`config.mk`:
```
export PLATFORM = sky130hd
export DESIGN_NAME = fp32_round_pack
export DESIGN_NICKNAME = d
export VERILOG_FILES = /design/src/rtl/fp32_pkg.sv /design/src/rtl/fp32_denorm_shift.sv /design/src/rtl/fp32_round_pack.sv
export SDC_FILE = /design/constraint.sdc
export NUM_CORES = 1
export LEC_CHECK = 0
export ABC_CLOCK_PERIOD_IN_PS = 7500
export BUFFER_PORTS_ARGS = -buffer_cell sky130_fd_sc_hd__buf_4
export CORE_ASPECT_RATIO = 0.6
export CORE_UTILIZATION = 30
export CTS_CLUSTER_DIAMETER = 30
export DETAILED_ROUTE_END_ITERATION = 12
export GPL_ROUTABILITY_DRIVEN = 0
export SLEW_MARGIN = 10
export SYNTH_ARGS = -nofsm -noshare
export SYNTH_HDL_FRONTEND = slang
export SYNTH_SLANG_ARGS = --single-unit
```
`constraint.sdc`:
```
create_clock -name clk -period 7.5 [get_ports clk]
set_input_delay 0.375 -clock clk [delete_from_list [all_inputs] [get_ports clk]]
set_output_delay 0.375 -clock clk [all_outputs]
set_load 0.05 [all_outputs]
```
`src/rtl/fp32_pkg.sv`:
```
// Shared types, constants and helpers for the binary32 round/pack back-end.
package fp32_pkg;

   // Bit positions inside the one-hot rounding-mode input
   localparam int RM_RNE = 0;
   localparam int RM_RNA = 1;
   localparam int RM_RTP = 2;
   localparam int RM_RTN = 3;
   localparam int RM_RTZ = 4;

   // Encodings of the special results (magnitudes exclude the sign bit)
   localparam logic [31:0] QNAN = 32'h7fc00000;
   localparam logic [30:0] INF  = 31'h7f800000;
   localparam logic [30:0] MAXF = 31'h7f7fffff;

   // Resolved rounding mode carried with each beat
   typedef enum logic [2:0] {
      RND_RNE = 3'd0,
      RND_RNA = 3'd1,
      RND_RTP = 3'd2,
      RND_RTN = 3'd3,
      RND_RTZ = 3'd4
   } rnd_e;

   // Result class after applying the special-case priority
   typedef enum logic [2:0] {
      CLS_FIN     = 3'd0,
      CLS_QNAN    = 3'd1,
      CLS_INVALID = 3'd2,
      CLS_DZ      = 3'd3,
      CLS_INF     = 3'd4,
      CLS_ZERO    = 3'd5
   } cls_e;

   // Stage-1 register bundle: denormalised operand ready for rounding
   typedef struct packed {
      logic        sign;
      logic [7:0]  e;
      logic [26:0] sig;
      logic        sticky;
      cls_e        cls;
      rnd_e        rnd;
      logic        ovf;
   } s1_t;

   // Lowest set bit of rm wins; an empty mask falls back to truncation.
   function automatic rnd_e decode_rm(input logic [4:0] rm);
      rnd_e r;
      if (rm[RM_RNE]) begin
         r = RND_RNE;
      end else if (rm[RM_RNA]) begin
         r = RND_RNA;
      end else if (rm[RM_RTP]) begin
         r = RND_RTP;
      end else if (rm[RM_RTN]) begin
         r = RND_RTN;
      end else begin
         r = RND_RTZ;
      end
      return r;
   endfunction

   // Round-up decision from lsb, guard and the merged round/sticky bit.
   function automatic logic round_inc(input rnd_e rnd, input logic sign,
                                      input logic lsb, input logic g, input logic r);
      logic inc;
      case (rnd)
         RND_RNE: inc = g & (r | lsb);
         RND_RNA: inc = g;
         RND_RTP: inc = ~sign & (g | r);
         RND_RTN: inc = sign & (g | r);
         RND_RTZ: inc = 1'b0;
         default: inc = 1'b0;
      endcase
      return inc;
   endfunction

   // Overflowed magnitude: infinity when rounding away from zero, else max finite.
   function automatic logic [30:0] ovf_mag(input rnd_e rnd, input logic sign);
      logic [30:0] m;
      case (rnd)
         RND_RNE: m = INF;
         RND_RNA: m = INF;
         RND_RTZ: m = MAXF;
         RND_RTP: m = sign ? MAXF : INF;
         RND_RTN: m = sign ? INF : MAXF;
         default: m = INF;
      endcase
      return m;
   endfunction

endpackage

```
`src/rtl/fp32_denorm_shift.sv`:
```
// Saturating right shift of the significand; every bit pushed off the
// bottom is folded into a sticky bit.
module fp32_denorm_shift
   import fp32_pkg::*;
(
   input  logic [26:0] sig,
   input  logic [4:0]  amt,
   output logic [26:0] sig_out,
   output logic        sticky_out
);

   logic [54:0] wide_s;

   // Shift into a zero-padded window so the lost bits land in the low half
   always_comb begin
      wide_s     = {sig, 28'd0} >> amt;
      sig_out    = wide_s[54:28];
      sticky_out = |wide_s[27:0];
   end

endmodule

```
`src/rtl/fp32_round_pack.sv`:
```
// Two-stage binary32 back-end: stage 1 classifies and denormalises,
// stage 2 rounds, detects overflow/underflow and packs the word.
module fp32_round_pack
   import fp32_pkg::*;
(
   input  logic        clk,
   input  logic        rst_n,
   input  logic        in_valid,
   output logic        in_ready,
   input  logic        in_sign,
   input  logic [9:0]  in_exp,
   input  logic [26:0] in_sig,
   input  logic        in_sticky,
   input  logic        in_zero,
   input  logic        in_inf,
   input  logic        in_nan,
   input  logic        in_nv,
   input  logic        in_dz,
   input  logic [4:0]  rm,
   output logic        out_valid,
   input  logic        out_ready,
   output logic [31:0] o,
   output logic        NV,
   output logic        DZ,
   output logic        OF,
   output logic        UF,
   output logic        NX
);

   logic        s1_valid_r;
   logic        s2_valid_r;
   logic        s1_load_s;
   logic        s2_load_s;
   s1_t         s1_r;
   s1_t         s1_next_s;

   logic        subn_s;
   logic [10:0] sh_full_s;
   logic [4:0]  sh_amt_s;
   logic [26:0] sh_sig_s;
   logic        sh_sticky_s;
   cls_e        cls_s;

   logic        lsb_s;
   logic        g_s;
   logic        r_s;
   logic        inc_s;
   logic        nx_s;
   logic        of_s;
   logic [31:0] mag_s;
   logic [31:0] res_o_s;
   logic        res_nv_s;
   logic        res_dz_s;
   logic        res_of_s;
   logic        res_uf_s;
   logic        res_nx_s;

   logic [31:0] o_r;
   logic        nv_r;
   logic        dz_r;
   logic        of_r;
   logic        uf_r;
   logic        nx_r;

   // The integer bit is implied by the exponent field once denormalised
   logic        int_bit_unused;
   assign int_bit_unused = s1_r.sig[26];

   // Pipeline advance: a stage loads when empty or when its successor drains it
   always_comb begin
      s2_load_s = !s2_valid_r || out_ready;
      s1_load_s = !s1_valid_r || s2_load_s;
   end

   assign in_ready = s1_load_s;

   // Right-shift amount for results below the normal range, capped at 28
   always_comb begin
      subn_s    = ($signed(in_exp) < 10'sd1);
      sh_full_s = 11'd1 - {in_exp[9], in_exp};
      if (!subn_s) begin
         sh_amt_s = 5'd0;
      end else if (sh_full_s > 11'd28) begin
         sh_amt_s = 5'd28;
      end else begin
         sh_amt_s = sh_full_s[4:0];
      end
   end

   fp32_denorm_shift u_denorm (
      .sig        (in_sig),
      .amt        (sh_amt_s),
      .sig_out    (sh_sig_s),
      .sticky_out (sh_sticky_s)
   );

   // Classify the beat and assemble the stage-1 bundle
   always_comb begin
      if (in_nv || in_nan) begin
         if (in_nv) begin
            cls_s = CLS_INVALID;
         end else begin
            cls_s = CLS_QNAN;
         end
      end else if (in_dz) begin
         cls_s = CLS_DZ;
      end else if (in_inf) begin
         cls_s = CLS_INF;
      end else if (in_zero || (in_sig == 27'd0)) begin
         cls_s = CLS_ZERO;
      end else begin
         cls_s = CLS_FIN;
      end
      s1_next_s.sign   = in_sign;
      s1_next_s.e      = subn_s ? 8'd0 : in_exp[7:0];
      s1_next_s.sig    = sh_sig_s;
      s1_next_s.sticky = in_sticky || sh_sticky_s;
      s1_next_s.cls    = cls_s;
      s1_next_s.rnd    = decode_rm(rm);
      s1_next_s.ovf    = ($signed(in_exp) >= 10'sd255);
   end

   // Stage-1 register: captures an accepted beat together with its rounding mode
   always_ff @(posedge clk or negedge rst_n) begin
      if (!rst_n) begin
         s1_valid_r <= 1'b0;
         s1_r       <= '0;
      end else if (s1_load_s) begin
         s1_valid_r <= in_valid;
         if (in_valid) begin
            s1_r <= s1_next_s;
         end
      end
   end

   // Round, detect overflow/underflow and select the packed result
   always_comb begin
      lsb_s = s1_r.sig[3];
      g_s   = s1_r.sig[2];
      r_s   = (s1_r.sig[1:0] != 2'b00) || s1_r.sticky;
      inc_s = round_inc(s1_r.rnd, s1_r.sign, lsb_s, g_s, r_s);
      nx_s  = g_s || r_s;
      // Carry out of the fraction walks into the exponent field on its own
      mag_s = {1'b0, s1_r.e, s1_r.sig[25:3]} + {31'd0, inc_s};
      of_s  = s1_r.ovf || (mag_s >= {1'b0, INF});

      res_o_s  = 32'd0;
      res_nv_s = 1'b0;
      res_dz_s = 1'b0;
      res_of_s = 1'b0;
      res_uf_s = 1'b0;
      res_nx_s = 1'b0;
      case (s1_r.cls)
         CLS_QNAN: begin
            res_o_s = QNAN;
         end
         CLS_INVALID: begin
            res_o_s  = QNAN;
            res_nv_s = 1'b1;
         end
         CLS_DZ: begin
            res_o_s  = {s1_r.sign, INF};
            res_dz_s = 1'b1;
         end
         CLS_INF: begin
            res_o_s = {s1_r.sign, INF};
         end
         CLS_ZERO: begin
            res_o_s = {s1_r.sign, 31'd0};
         end
         CLS_FIN: begin
            if (of_s) begin
               res_o_s  = {s1_r.sign, ovf_mag(s1_r.rnd, s1_r.sign)};
               res_of_s = 1'b1;
               res_nx_s = 1'b1;
            end else begin
               res_o_s  = {s1_r.sign, mag_s[30:0]};
               res_nx_s = nx_s;
               // Tininess is judged on the rounded exponent field
               res_uf_s = (mag_s[30:23] == 8'd0) && nx_s;
            end
         end
         default: begin
            res_o_s = QNAN;
         end
      endcase
   end

   // Stage-2 register: output word and flags, frozen while the consumer stalls
   always_ff @(posedge clk or negedge rst_n) begin
      if (!rst_n) begin
         s2_valid_r <= 1'b0;
         o_r        <= 32'd0;
         nv_r       <= 1'b0;
         dz_r       <= 1'b0;
         of_r       <= 1'b0;
         uf_r       <= 1'b0;
         nx_r       <= 1'b0;
      end else if (s2_load_s) begin
         s2_valid_r <= s1_valid_r;
         if (s1_valid_r) begin
            o_r  <= res_o_s;
            nv_r <= res_nv_s;
            dz_r <= res_dz_s;
            of_r <= res_of_s;
            uf_r <= res_uf_s;
            nx_r <= res_nx_s;
         end
      end
   end

   assign out_valid = s2_valid_r;
   assign o         = o_r;
   assign NV        = nv_r;
   assign DZ        = dz_r;
   assign OF        = of_r;
   assign UF        = uf_r;
   assign NX        = nx_r;

endmodule

```
After elaboration in Yosys (flattened, before gate mapping)

Index checks and enable logic that the tools add are counted.
W data, S select, Z words.

Reductions and logical operators: 20
Bitwise operators: 6
Shift-type cells: 1
Equality and inequality tests: 8
$lt $le $gt $ge: 4
Add/sub/neg operators: 2
Muxes and demuxes: 26

Operator list:

| kind                    | count |
|---|---|
| $pmux W32 S3            | 1 |
| $pmux W24 S3            | 1 |
| $shr A55 B5 Y54         | 1 |
| $mux W24                | 2 |
| $add A31 B1 Y32         | 1 |
| $ge A32 B31 Y1 const B  | 1 |
| $mux W31                | 1 |
| $reduce_or A28 Y1       | 1 |
| $logic_not A27 Y1       | 1 |
| $mux W3                 | 8 |
| $eq A3 B2 Y1 const B    | 4 |
| $gt A11 B5 Y1 const B   | 1 |
| $sub A2 B10 Y11 const A | 1 |
| $ge A10 B9 Y1 const B   | 1 |
| $lt A10 B2 Y1 const B   | 1 |
| $mux W5                 | 2 |
| $eq A3 B3 Y1 const B    | 3 |
| $logic_not A8 Y1        | 1 |
| $logic_or A1 B1 Y1      | 8 |
| $mux W1                 | 8 |
| $mux W8                 | 1 |
| $logic_not A3 Y1        | 2 |
| $pmux W1 S4             | 1 |
| $reduce_and A2 Y1       | 2 |
| other kinds (9)         | 13 |

Input port bits: 53
Word-level logic and storage cells: 82
Register bits after elaboration: 82

Longest topological paths before layout

Depth in word-level cells: 10
Depth in mapped cells: 16

By module

From an unflattened synthesis, not the netlist that was laid out.

Cell total of the unflattened synthesis: 631
Area, all modules: 5,935.7 sq um

By module, submodules not included:

| module            | cells an instance | area an instance (sq um) | times used | seq. area each (sq um) |
|---|---|---|---|---|
| fp32_round_pack   | 421               | 4,320.4                  | 1          | 2,052.0 |
| fp32_denorm_shift | 210               | 1,615.3                  | 1          | 0.0 |

Least setup slack after synthesis

Ideal clock, no wire load.

Path kind: register -> register
Start: register s1_r[1] (netlist name)
End: register o_r[22], in the netlist o[22]
Buffers on the path: 1
Slack: 3.598 ns
Arrival time: 3.779 ns
Cell stages (with the launch flop): 17
Path through: dfrtp_1 xor2_1 a21oi_1 o211a_1 ha_1 ha_1 inv_1 nor4_2 nand4_1 xnor2_1 or4_1 or4_4 nand2_4 o21a_1 or2b_4 buf_12 o21ai_2

Cells in the longest elaborated chain, start to end: 7
Elaborated cells between the ends (all ways): 12
Classes of those cells: 1 x add/sub; 1 x order compare; 4 x eq/ne; 4 x mux; 2 x reduce/logical

Ends and longest elaborated chain:

| element                              | line                           | source |
|---|---|---|
| start, declared                      | fp32_round_pack.sv:34          | `s1_t s1_r;` |
| start signal, assigned               | fp32_round_pack.sv:131         | `s1_r <= s1_next_s;` |
| $eq A3 B2 Y1 (tied with other cells) | fp32_pkg.sv:67, fp32_pkg.sv:81 |  |
| $pmux W1 S4                          | fp32_pkg.sv:67                 | `case (rnd)` |
| $add A31 B1 Y32                      | fp32_round_pack.sv:144         | `mag_s = {1'b0, s1_r.e, s1_r.sig[25:3]} + {31'd0, inc_s};` |
| $ge A32 B31 Y1                       | fp32_round_pack.sv:145         | `of_s = s1_r.ovf \|\| (mag_s >= {1'b0, INF});` |
| $logic_or A1 B1 Y1                   | fp32_round_pack.sv:145         |  |
| $mux W31 *                           | fp32_round_pack.sv:172         | `if (of_s) begin` |
| $pmux W32 S3 *                       | fp32_round_pack.sv:153         | `case (s1_r.cls)` |
| end signal, assigned                 | fp32_round_pack.sv:202         | `o_r <= res_o_s;` |
| end, declared                        | fp32_round_pack.sv:58          | `logic [31:0] o_r;` |

Mark *: on every way between the ends. The rest lies on a longest branch, timed or not.
A chain may end at the register's enable or synchronous reset.

Final worst setup path

Start: register s1_r[1] (netlist name)
End: register o_r[4], in the netlist o[4]

The elaborated chain is that of the path after synthesis.

==> results.json <==
{
  "status": "finished clean",
  "r2r_cells": 15,
  "fp.dieH_um": 113,
  "period_share_pct": 65.7,
  "post_cts_buffers": 0,
  "reg2reg_to": "o[4]",
  "initial_core_util_pct": 30.7,
  "holdPathStages": 3,
  "r2r-start": "s1_r[1]",
  "overflow": 0,
  "vias_per_cell": 5.57,
  "rsz0062_at_grt": "false",
  "syn_nets": 788,
  "drv_cap": 0,
  "portBuffers": 90,
  "cp.required_ns": 7.71,
  "cts_buffers": 9,
  "hold_viol": 0,
  "timing.fmax_mhz": 203,
  "ys_async_sr_fraction_pct": 100,
  "antenna_cells": 0,
  "synth_cells": 731,
  "hpwlAfterDp_mm": 15.0,
  "worstHoldStart": "in_sign",
  "grt_pass1_wl_mm": 31.6,
  "routed_wl_mm": 19.4,
  "cts_tree": "yes",
  "tightest_slew_ns": 0.819,
  "synth.ff_latch_count": 82,
  "area_delta_synth_final_pct": 18.0,
  "fin_skew_ns": 0.00945,
  "power_density_nw_per_um2": 219,
  "vias": 5964,
  "grt_antenna_before_repair": 0,
  "slew_headroom_pct": 44.7,
  "cts_sinks": 82,
  "synth_seq_area_share_pct": 33.2,
  "clockBufferDepth": 2,
  "synth_ff_type": "dfrtp_1",
  "cp_max_fo": 24,
  "min_period_ns": 4.93,
  "leakagePower_nw": 3.02,
  "regArea_um2": 2050,
  "drt-initial-drc-count": 623,
  "drcViolationCount": 0,
  "cp-end-kind": "flip-flop",
  "min_to": "s1_r[43]",
  "yosysWarnings": 0,
  "htree_levels": 3,
  "synth-edff-count": 0,
  "syn_area_um2": 6180,
  "track_usage_pct": 18.9,
  "drv_slew": 0,
  "finalNetCount": 850,
  "worst_skew_pair.late_latency_ns": 0.35,
  "hp-class": "in2reg",
  "synth.avg_cell_area_um2": 8.46,
  "boundaryPins": 92,
  "synth_cell_type_count": 79,
  "fin_ws_ns": 2.57,
  "drive_gt1_share_pct": 21.9,
  "rrSetupSlack_ns": 2.57,
  "grt_pass1_vias": 5492,
  "ant_nets": 0,
  "placeableCoreArea_um2": 20100,
  "cp.arrival_ns": 5.13,
  "num_rows": 40,
  "wl_per_cell_um": 18.1,
  "setup-tns-final_ns": 0,
  "critical_path_class": "reg2reg",
  "clk_pin_slew_ns": 0.06,
  "fillCellCount": 2096,
  "startpoint_type": "flip-flop",
  "dieArea_um2": 21200,
  "peakVddDrop_mv": 0.110,
  "final-setup-viol-count": 0,
  "die_x_um": 187,
  "root_buffer": "clkbuf_16",
  "grt_start_max_net_pins": 58,
  "preCtsSetupSlack_ns": 2.62,
  "multi_input_area_um2": 3790,
  "drt_pre_antenna_iters": 5
}
synthesized netlist by cell type (all sizes together), types with 3 or more instances:
| cell | n | area share (%) |
|---|---|---|
| a211o | 9 | 1.3 |
| a211oi | 5 | 0.61 |
| a21o | 3 | 0.36 |
| a21oi | 38 | 3.1 |
| a221o | 8 | 1.3 |
| a221oi | 5 | 0.71 |
| a22o | 10 | 1.4 |
| a22oi | 3 | 0.36 |
| a2bb2oi | 10 | 1.4 |
| a31oi | 3 | 0.40 |
| a32o | 5 | 0.81 |
| a32oi | 3 | 0.42 |
| and2 | 6 | 0.61 |
| and3 | 5 | 0.55 |
| and4 | 5 | 0.75 |
| buf | 20 | 2.4 |
| clkbuf | 27 | 2.4 |
| dfrtp | 82 | 33 |
| ha | 4 | 0.81 |
| inv | 13 | 0.79 |
| mux2 | 15 | 2.7 |
| mux2i | 17 | 2.8 |
| nand2 | 101 | 6.3 |
| nand2b | 6 | 0.61 |
| nand3 | 25 | 2.0 |
| nand3b | 4 | 0.49 |
| nand4 | 13 | 1.4 |
| nor2 | 74 | 4.5 |
| nor2b | 3 | 0.34 |
| nor3 | 17 | 1.4 |
| nor4 | 18 | 2.3 |
| o21a | 3 | 0.36 |
| o21ai | 61 | 6.3 |
| o22ai | 19 | 1.9 |
| o2bb2ai | 5 | 0.71 |
| o31ai | 11 | 1.6 |
| o41ai | 4 | 0.57 |
| or2 | 5 | 0.51 |
| or4 | 5 | 0.79 |
| xnor2 | 21 | 3.0 |
| xor2 | 12 | 1.7 |
what timing repair did:
action / CTS / global route
hold buffers: 1 / 0
resized for setup: 0 / 0
hold endpoints to repair: 27 / 0
flip-flops by register name, indices dropped and copies added (netlist names):
name / flops
DZ: 1
NV: 1
NX: 1
OF: 1
UF: 1
g_s: 1
lsb_s: 1
o: 32
out_valid: 1
s1_r: 41
s1_valid_r: 1
worst max-delay path: stages, from the launching register on:
cell and delay (ns):
dfrtp_1 0.42, xor2_1 0.17, a21oi_1 0.19, o211a_1 0.17, ha_1 0.26, ha_1 0.27, inv_1 0.07, nor4_2 0.69
nand4_1 0.25, xnor2_1 0.22, or4_1 0.48, or4_4 0.59, nand2_4 0.25, o21a_1 0.18, or2b_4 0.38, o21ai_0 0.17
logic make-up after synthesis:
logic type,count (synthesis),synth area share (%)
AO/OA/AOI/OAI,225,26.7
XOR/XNOR,33,4.67
adder cells (fa/ha/maj),4,0.809
buffers and inverters,61,5.66
flip-flops,82,33.2
multiplexers,32,5.48
AND/OR/NAND/NOR,294,23.5
stage by stage:
stage	util [%]	hold slack (ns)	total power [W]	cells	cell area, µm²
6_report	36.3	0.219	0.00160	1071	7300
3_3_place_gp	34.6	0.316	0.00111	1054	6960
2_1_floorplan	-	0.0794	0.000943	731	6180
4_1_cts	36.3	0.204	0.00160	1071	7300
3_5_place_dp	34.6	0.322	0.00112	1054	6960
5_1_grt	36.3	0.224	0.00168	1071	7300
power breakdown:
group / internal [W] / switching, W
sequential: 0.000509 / 0.0000647
combinational: 0.000182 / 0.000358
clock: 0.000295 / 0.000187
area by class of cell:
cell class | count | share of cell area [%]
clock buffers | 9 | 3.09
clock inverters | 7 | 1.37
inverters | 14 | 0.720
multi-input cells | 588 | 51.9
flip-flops and latches | 82 | 28.1
well taps | 273 | 4.68
repair buffers | 98 | 10.1
per-layer routing:
layer  global-route usage [%]  routed length (µm)  up-vias
met1                     30.6               10200     2814
met3                     4.71                1790       15
met2                     24.4                7260      275
met4                     2.90                 132        0
met5                        0                   0        -
li1                         -                   -     2860
layout by cell type, fill, tap and decap left out, types with 10 or more instances in the layout:
| cell | count |
|---|---|
| inv_1 | 13 |
| o21ai_0 | 37 |
| o31ai_1 | 10 |
| nor4_1 | 15 |
| xnor2_1 | 21 |
| a22o_1 | 10 |
| dfrtp_1 | 82 |
| mux2i_1 | 17 |
| buf_4 | 97 |
| nand2_1 | 100 |
| nand4_1 | 12 |
| o22ai_1 | 19 |
| a2bb2oi_1 | 10 |
| nor2_1 | 73 |
| a21oi_1 | 38 |
| nor3_1 | 17 |
| o21ai_2 | 23 |
| xor2_1 | 12 |
| mux2_2 | 15 |
| nand3_1 | 25 |
worst max-delay path by stage:
| stage | startpoint | endpoint | slack (ns) | cells after the start |
|---|---|---|---|---|
| after CTS | s1_r[1] | o[4] | 2.58 | 15 |
| after floorplan | s1_r[1] | o[22] | 3.60 | 16 |
| after detailed placement | s1_r[1] | o[4] | 2.62 | 15 |
| after global placement | s1_r[1] | o[6] | 2.69 | 15 |
| after global routing | s1_r[1] | o[4] | 2.22 | 15 |
| final | s1_r[1] | o[4] | 2.57 | 15 |
No activity file was read; power rests on OpenSTA's default activity.
